===== config.mk =====
export PLATFORM = sky130hd
export DESIGN_NAME = faultify_cut_sequencer_flat
export DESIGN_NICKNAME = d
export VERILOG_FILES = /design/src/rtl/faultify_cut_sequencer_if.sv /design/src/rtl/faultify_cut_sequencer.sv /design/src/flat_wrapper.sv
export SDC_FILE = /design/constraint.sdc
export NUM_CORES = 2
export LEC_CHECK = 0
export CAP_MARGIN = 30
export CORE_ASPECT_RATIO = 0.5
export CORE_MARGIN = 2
export CORE_UTILIZATION = 40
export CTS_BUF_LIST = sky130_fd_sc_hd__clkbuf_8
export CTS_CLUSTER_DIAMETER = 150
export CTS_CLUSTER_SIZE = 40
export DETAILED_ROUTE_END_ITERATION = 7
export PLACE_DENSITY = 0.7
export REMOVE_ABC_BUFFERS = 1
export SLEW_MARGIN = 10
export SYNTH_ARGS = -nofsm -noshare
export SYNTH_HDL_FRONTEND = slang
export SYNTH_SLANG_ARGS = --single-unit

===== constraint.sdc =====
create_clock -name clk -period 26.2 [get_ports clk]
set_clock_uncertainty 0.15 [all_clocks]
set_input_delay 2.62 -clock clk [delete_from_list [all_inputs] [get_ports clk]]
set_output_delay 2.62 -clock clk [all_outputs]
set_load 0.05 [all_outputs]

===== src/rtl/faultify_cut_sequencer_if.sv =====
// Signal bundle between the fault-injection sequencer (slave) and the register bank,
// sample FIFOs and CUT wrapper that surround it (master).
interface faultify_cut_sequencer_if #(
    parameter int INJ_WIDTH  = 346,
    parameter int DATA_WIDTH = 18
);
    logic                  cfg_wr_en;
    logic [3:0]            cfg_wr_addr;
    logic [31:0]           cfg_wr_data;
    logic                  run_start;
    logic                  run_abort;
    logic [15:0]           run_len;
    logic                  smp_valid;
    logic                  smp_ready;
    logic [DATA_WIDTH-1:0] smp_x;
    logic [DATA_WIDTH-1:0] smp_golden;
    logic                  cut_rst;
    logic [DATA_WIDTH:0]   test_vector;
    logic [DATA_WIDTH:0]   result_vector;
    logic [INJ_WIDTH-1:0]  injection_vector;
    logic                  busy;
    logic                  run_done;
    logic                  run_aborted;
    logic                  timeout_flag;
    logic [15:0]           err_count;
    logic [15:0]           smp_count;

    modport master (
        output cfg_wr_en, cfg_wr_addr, cfg_wr_data, run_start, run_abort, run_len,
               smp_valid, smp_x, smp_golden, result_vector,
        input  smp_ready, cut_rst, test_vector, injection_vector, busy, run_done,
               run_aborted, timeout_flag, err_count, smp_count
    );

    modport slave (
        input  cfg_wr_en, cfg_wr_addr, cfg_wr_data, run_start, run_abort, run_len,
               smp_valid, smp_x, smp_golden, result_vector,
        output smp_ready, cut_rst, test_vector, injection_vector, busy, run_done,
               run_aborted, timeout_flag, err_count, smp_count
    );
endinterface


===== src/rtl/faultify_cut_sequencer.sv =====
// Runs one fault-injection experiment: loads the injection mask, resets the CUT, streams
// samples through the sample_trig/filter_done handshake and counts mismatches against golden.
module faultify_cut_sequencer #(
    parameter int INJ_WIDTH      = 346,
    parameter int DATA_WIDTH     = 18,
    parameter int TIMEOUT        = 64,
    parameter int CUT_RST_CYCLES = 2
) (
    input logic                     clk,
    input logic                     rst,
    faultify_cut_sequencer_if.slave bus
);
    localparam int NWORDS = (INJ_WIDTH + 31) / 32;
    localparam int TMR_W  = 16;

    // IDLE: wait start | CUTRST: hold CUT reset | WAIT_SMP: accept sample | TRIG: pulse trig | WAIT_DONE: await/compare | FINISH: pulse done
    typedef enum logic [2:0] {
        S_IDLE,
        S_CUTRST,
        S_WAIT_SMP,
        S_TRIG,
        S_WAIT_DONE,
        S_FINISH
    } state_t;

    state_t                state;
    logic [TMR_W-1:0]      tmr;
    logic [15:0]           run_len_q;
    logic [DATA_WIDTH-1:0] golden_q;
    logic [INJ_WIDTH-1:0]  shadow;
    logic [INJ_WIDTH-1:0]  inj_q;
    logic [DATA_WIDTH:0]   tv_q;
    logic                  cut_rst_q;
    logic                  smp_ready_q;
    logic                  busy_q;
    logic                  run_done_q;
    logic                  aborted_q;
    logic                  tmo_q;
    logic [15:0]           err_q;
    logic [15:0]           cnt_q;
    logic                  done_in;
    logic                  match_in;

    assign done_in  = bus.result_vector[0];
    assign match_in = (bus.result_vector[DATA_WIDTH:1] == golden_q);

    // Bits beyond INJ_WIDTH in the last word have no storage and are dropped.
    always_ff @(posedge clk or posedge rst) begin
        if (rst) begin
            shadow <= '0;
        end else if (bus.cfg_wr_en && state == S_IDLE && int'(bus.cfg_wr_addr) < NWORDS) begin
            for (int b = 0; b < INJ_WIDTH; b++) begin
                if (int'(bus.cfg_wr_addr) == b / 32)
                    shadow[b] <= bus.cfg_wr_data[b % 32];
            end
        end
    end

    always_ff @(posedge clk or posedge rst) begin
        if (rst) begin
            state       <= S_IDLE;
            tmr         <= '0;
            run_len_q   <= '0;
            golden_q    <= '0;
            inj_q       <= '0;
            tv_q        <= '0;
            cut_rst_q   <= 1'b0;
            smp_ready_q <= 1'b0;
            busy_q      <= 1'b0;
            run_done_q  <= 1'b0;
            aborted_q   <= 1'b0;
            tmo_q       <= 1'b0;
            err_q       <= '0;
            cnt_q       <= '0;
        end else begin
            run_done_q <= 1'b0;
            // Abort wins over a sample completing in the same cycle; counters stay frozen.
            if (bus.run_abort && state != S_IDLE && state != S_FINISH) begin
                state       <= S_FINISH;
                aborted_q   <= 1'b1;
                run_done_q  <= 1'b1;
                inj_q       <= '0;
                tv_q        <= '0;
                cut_rst_q   <= 1'b0;
                smp_ready_q <= 1'b0;
            end else begin
                case (state)
                    S_IDLE: begin
                        if (bus.run_start && !bus.run_abort) begin
                            run_len_q <= bus.run_len;
                            err_q     <= '0;
                            cnt_q     <= '0;
                            tmo_q     <= 1'b0;
                            aborted_q <= 1'b0;
                            busy_q    <= 1'b1;
                            if (bus.run_len == 16'd0) begin
                                state      <= S_FINISH;
                                run_done_q <= 1'b1;
                            end else begin
                                state     <= S_CUTRST;
                                inj_q     <= shadow;
                                cut_rst_q <= 1'b1;
                                tmr       <= TMR_W'(CUT_RST_CYCLES - 1);
                            end
                        end
                    end
                    S_CUTRST: begin
                        if (tmr == '0) begin
                            state       <= S_WAIT_SMP;
                            cut_rst_q   <= 1'b0;
                            smp_ready_q <= 1'b1;
                        end else begin
                            tmr <= tmr - TMR_W'(1);
                        end
                    end
                    S_WAIT_SMP: begin
                        if (bus.smp_valid) begin
                            state       <= S_TRIG;
                            smp_ready_q <= 1'b0;
                            tv_q        <= {bus.smp_x, 1'b1};
                            golden_q    <= bus.smp_golden;
                        end
                    end
                    S_TRIG: begin
                        state   <= S_WAIT_DONE;
                        tv_q[0] <= 1'b0;
                        tmr     <= TMR_W'(TIMEOUT - 1);
                    end
                    S_WAIT_DONE: begin
                        if (done_in || tmr == '0) begin
                            if ((!done_in || !match_in) && err_q != 16'hFFFF)
                                err_q <= err_q + 16'd1;
                            if (!done_in)
                                tmo_q <= 1'b1;
                            cnt_q <= cnt_q + 16'd1;
                            if (cnt_q + 16'd1 == run_len_q) begin
                                state      <= S_FINISH;
                                run_done_q <= 1'b1;
                                inj_q      <= '0;
                                tv_q       <= '0;
                            end else begin
                                state       <= S_WAIT_SMP;
                                smp_ready_q <= 1'b1;
                            end
                        end else begin
                            tmr <= tmr - TMR_W'(1);
                        end
                    end
                    S_FINISH: begin
                        state  <= S_IDLE;
                        busy_q <= 1'b0;
                    end
                    default: begin
                        state  <= S_IDLE;
                        busy_q <= 1'b0;
                    end
                endcase
            end
        end
    end

    assign bus.smp_ready        = smp_ready_q;
    assign bus.cut_rst          = cut_rst_q;
    assign bus.test_vector      = tv_q;
    assign bus.injection_vector = inj_q;
    assign bus.busy             = busy_q;
    assign bus.run_done         = run_done_q;
    assign bus.run_aborted      = aborted_q;
    assign bus.timeout_flag     = tmo_q;
    assign bus.err_count        = err_q;
    assign bus.smp_count        = cnt_q;
endmodule


===== src/flat_wrapper.sv =====
// flat-port wrapper written by rule: the top's interface ports become plain ports
module faultify_cut_sequencer_flat 
#(
    parameter int INJ_WIDTH      = 346,
    parameter int DATA_WIDTH     = 18,
    parameter int TIMEOUT        = 64,
    parameter int CUT_RST_CYCLES = 2
)
  (clk, rst, bus_cfg_wr_en, bus_cfg_wr_addr, bus_cfg_wr_data, bus_run_start, bus_run_abort, bus_run_len, bus_smp_valid, bus_smp_x, bus_smp_golden, bus_result_vector, bus_smp_ready, bus_cut_rst, bus_test_vector, bus_injection_vector, bus_busy, bus_run_done, bus_run_aborted, bus_timeout_flag, bus_err_count, bus_smp_count);
  faultify_cut_sequencer_if #(.INJ_WIDTH(INJ_WIDTH), .DATA_WIDTH(DATA_WIDTH)) bus_i ();
  input logic clk;
  input logic rst;
  input wire logic [$bits(bus_i.cfg_wr_en)-1:0] bus_cfg_wr_en;
  input wire logic [$bits(bus_i.cfg_wr_addr)-1:0] bus_cfg_wr_addr;
  input wire logic [$bits(bus_i.cfg_wr_data)-1:0] bus_cfg_wr_data;
  input wire logic [$bits(bus_i.run_start)-1:0] bus_run_start;
  input wire logic [$bits(bus_i.run_abort)-1:0] bus_run_abort;
  input wire logic [$bits(bus_i.run_len)-1:0] bus_run_len;
  input wire logic [$bits(bus_i.smp_valid)-1:0] bus_smp_valid;
  input wire logic [$bits(bus_i.smp_x)-1:0] bus_smp_x;
  input wire logic [$bits(bus_i.smp_golden)-1:0] bus_smp_golden;
  input wire logic [$bits(bus_i.result_vector)-1:0] bus_result_vector;
  output wire logic [$bits(bus_i.smp_ready)-1:0] bus_smp_ready;
  output wire logic [$bits(bus_i.cut_rst)-1:0] bus_cut_rst;
  output wire logic [$bits(bus_i.test_vector)-1:0] bus_test_vector;
  output wire logic [$bits(bus_i.injection_vector)-1:0] bus_injection_vector;
  output wire logic [$bits(bus_i.busy)-1:0] bus_busy;
  output wire logic [$bits(bus_i.run_done)-1:0] bus_run_done;
  output wire logic [$bits(bus_i.run_aborted)-1:0] bus_run_aborted;
  output wire logic [$bits(bus_i.timeout_flag)-1:0] bus_timeout_flag;
  output wire logic [$bits(bus_i.err_count)-1:0] bus_err_count;
  output wire logic [$bits(bus_i.smp_count)-1:0] bus_smp_count;
  assign bus_i.cfg_wr_en = bus_cfg_wr_en;
  assign bus_i.cfg_wr_addr = bus_cfg_wr_addr;
  assign bus_i.cfg_wr_data = bus_cfg_wr_data;
  assign bus_i.run_start = bus_run_start;
  assign bus_i.run_abort = bus_run_abort;
  assign bus_i.run_len = bus_run_len;
  assign bus_i.smp_valid = bus_smp_valid;
  assign bus_i.smp_x = bus_smp_x;
  assign bus_i.smp_golden = bus_smp_golden;
  assign bus_i.result_vector = bus_result_vector;
  assign bus_smp_ready = bus_i.smp_ready;
  assign bus_cut_rst = bus_i.cut_rst;
  assign bus_test_vector = bus_i.test_vector;
  assign bus_injection_vector = bus_i.injection_vector;
  assign bus_busy = bus_i.busy;
  assign bus_run_done = bus_i.run_done;
  assign bus_run_aborted = bus_i.run_aborted;
  assign bus_timeout_flag = bus_i.timeout_flag;
  assign bus_err_count = bus_i.err_count;
  assign bus_smp_count = bus_i.smp_count;
  faultify_cut_sequencer #(.INJ_WIDTH(INJ_WIDTH), .DATA_WIDTH(DATA_WIDTH), .TIMEOUT(TIMEOUT), .CUT_RST_CYCLES(CUT_RST_CYCLES)) u_core (.clk(clk), .rst(rst), .bus(bus_i));
endmodule

==> results.json <==
{
  "worst_slew_pin_slew_ns": 1.21,
  "drc": 0,
  "setup_viol": 0,
  "dp_cells": 3567,
  "vias": 19700,
  "start_util_pct": 40.7,
  "core_um2": 75700,
  "die-area_um2": 79300,
  "final_layout_size_suffix_gt1_share_pct": 17.6,
  "synthMuxAreaShare_pct": 13.3,
  "post-route-period-util_pct": 25.8,
  "die_height_um": 200,
  "grt_use_total_pct": 20.4,
  "synth_flop_cell": "dfrtp_1",
  "antenna_found_initial": 4,
  "synth_async_sr_flop_share_pct": 100,
  "post-route-util_pct": 49.4,
  "hold_viol_final": 0,
  "place_ws_ns": 18.66,
  "synthesis.area_um2": 30800,
  "grt_max_degree": 201,
  "cts_max_level": 1,
  "cts_resized": 0,
  "io_pins": 516,
  "synthCells": 2173,
  "whs_path_depth": 1,
  "synth_compound_area_share_pct": 13.0,
  "synthAdderAreaFrac_pct": 0.154,
  "cts_setup_buffers": 0,
  "cp_max_fo": 198,
  "ant_nets": 0,
  "yosys.area_share.simple_pct": 4.12,
  "place.gp.congestion": 0.886,
  "synth_xor_area_share_pct": 1.57,
  "grt_pass1_wl_um": 125000,
  "overflow": 0,
  "grt_pass1_vias": 19600,
  "worstSkewPairLatency_ns": 0.75,
  "cts_buffers": 24,
  "finalPower_mw": 3.90,
  "rsz0062_at_grt": "false",
  "synth-seq-area-share_pct": 65.2,
  "maxSlewHeadroom_pct": 19.6,
  "endpoint_kind": "flop",
  "tns_ns": 0,
  "wire_per_inst_um": 23.2,
  "drt_iter0_markers": 1561,
  "ff2ff_path_depth": 12,
  "setup_slack_ns": 19.43,
  "numClockSinks": 802,
  "fin_crit_ns": 6.77,
  "nets": 2691,
  "hp-class": "reg2reg",
  "slew_violations": 0,
  "cts_tree": "built",
  "synth-edff-count": 0,
  "yosys_register_bits": 802,
  "synth_top_family_by_area": "multiplexers",
  "crit_path_start": "bus_run_len[1]",
  "hold_ws_ns": 0.306,
  "worst-endpoint-required_ns": 26.75,
  "path_class": "in2reg",
  "postSynthAreaPerCell_um2": 14.2,
  "power_density_nw_per_um2": 104,
  "num_rows": 71,
  "hold_buffers": 0,
  "startpoint_type": "primary input",
  "maxCapViolations": 0,
  "fp.dieW_um": 396,
  "cp.arrival_ns": 7.32,
  "fmax_mhz": 148,
  "cts_root_buf": "clkbuf_8",
  "yosysUniqueCellTypes": 63,
  "firstDrtPassIters": 5,
  "min-delay-start": "u_core.shadow[311]",
  "status": "finished, final reports clean",
  "clockBufferDepth": 3,
  "syn2layout_area_growth_pct": 21.4,
  "final_area_um2": 37400,
  "final_cells": 3602,
  "r2r_start": "u_core.bus.smp_count[0]",
  "cellLeakagePower_nw": 17.1,
  "clk_pin_slew_ns": 0.23,
  "wl_um": 83500,
  "yosys_warnings": 0,
  "placed_area_um2": 36900,
  "via_per_inst": 5.46,
  "dp_hpwl_um": 54500,
  "irDropWorstVdd_mv": 0.0759,
  "io_buffers": 515
}
state kept, by name, indices dropped and copies added, names as in the netlist:
| signal | flops |
|---|---|
| u_core.bus.injection_vector | 346 |
| u_core.shadow | 346 |
| u_core.bus.test_vector | 19 |
| u_core.golden_q | 18 |
| u_core.bus.err_count | 16 |
| u_core.bus.smp_count | 16 |
| u_core.run_len_q | 16 |
| u_core.tmr | 16 |
| u_core.state | 3 |
| u_core.bus.busy | 1 |
| u_core.bus.cut_rst | 1 |
| u_core.bus.run_aborted | 1 |
| u_core.bus.run_done | 1 |
| u_core.bus.smp_ready | 1 |
| u_core.bus.timeout_flag | 1 |
synth_stat cells, drive strengths merged, types with 18 or more instances:
master,count,share of area [%]
xor2,23,0.65
clkbuf,95,1.2
nand3,22,0.37
nand2,108,1.3
o21ai,47,0.78
nor2,54,0.66
a22o,368,10
mux2,364,13
xnor2,32,0.91
a21oi,26,0.42
dfrtp,802,65
buf,79,1.2
inv,18,0.22
report_power, final:
part	switching (mW)	internal (mW)	total, mW
combinational	0.956	0.599	1.55
sequential	0.254	1.64	1.90
clock	0.356	0.0881	0.444
total	1.57	2.33	3.90
cell families after synthesis:
family / after synthesis
flip-flops: 802
AO/OA/AOI/OAI: 489
multiplexers: 365
AND/OR/NAND/NOR: 266
buffers and inverters: 192
XOR/XNOR: 55
adder cells (fa/ha/maj): 4
layer usage:
layer / track usage [%] / up-vias / part of all wire (%)
met2: 34.5 / 411 / 51
met5: 0 / - / 0
met1: 26.7 / 10500 / 41
met4: 9.18 / 0 / 4.8
li1: - / 8640 / -
met3: 2.12 / 138 / 3.0
final timing paths:
kind | endpoint | slack (ns)
setup / recovery | u_core.bus.injection_vector[317] | 19.43
hold / removal | u_core.bus.injection_vector[311] | 0.31
setup reg to reg | u_core.bus.injection_vector[317] | 21.01
hold reg to reg | u_core.bus.injection_vector[311] | 0.31
max in group asynchronous | u_core.shadow[282] | 21.61
min in group asynchronous | u_core.shadow[301] | 2.23
layout make-up:
type	instances	area, um2
multi-input combinational	1179	9990
clock buffer	24	330
sequential	802	20100
timing repair buffer	550	5560
fill	6540	38300
inverter	18	75.1
clock inverter	3	55.1
antenna	4	10.0
tap	1022	1280
cell usage in the layout, fill, tap and decap left out, types with 4 or more instances in the layout:
| cell | count |
|---|---|
| o21ai_0 | 45 |
| nor2_1 | 52 |
| a21oi_1 | 26 |
| a22o_1 | 368 |
| dfrtp_1 | 802 |
| nand2_2 | 6 |
| clkbuf_8 | 24 |
| nand3_1 | 21 |
| xnor2_1 | 32 |
| nor2b_1 | 5 |
| nand4_1 | 11 |
| and3_1 | 4 |
| or3_1 | 8 |
| nor3b_1 | 5 |
| nand2_1 | 102 |
| buf_12 | 6 |
| diode_2 | 4 |
| mux2_2 | 364 |
| xor2_1 | 23 |
| o31ai_1 | 8 |
| and4_1 | 4 |
| o41ai_1 | 4 |
| a21o_1 | 4 |
| clkdlybuf4s50_1 | 515 |
| inv_1 | 17 |
| buf_4 | 25 |
| nor3_1 | 9 |
| nor4_1 | 10 |
| nand2b_1 | 10 |
worst max-delay path, stage by stage:
cell             delay [ns]
clkdlybuf4s50_1        0.42
nor4_1                 0.79
and4_1                 0.44
o21ai_0                0.12
o21ai_0                0.13
a21oi_1                0.10
o21ai_4                0.11
buf_12                 0.57
buf_4                  0.86
buf_4                  0.73
a22o_1                 0.23
Power figures use the tool's default switching activity.
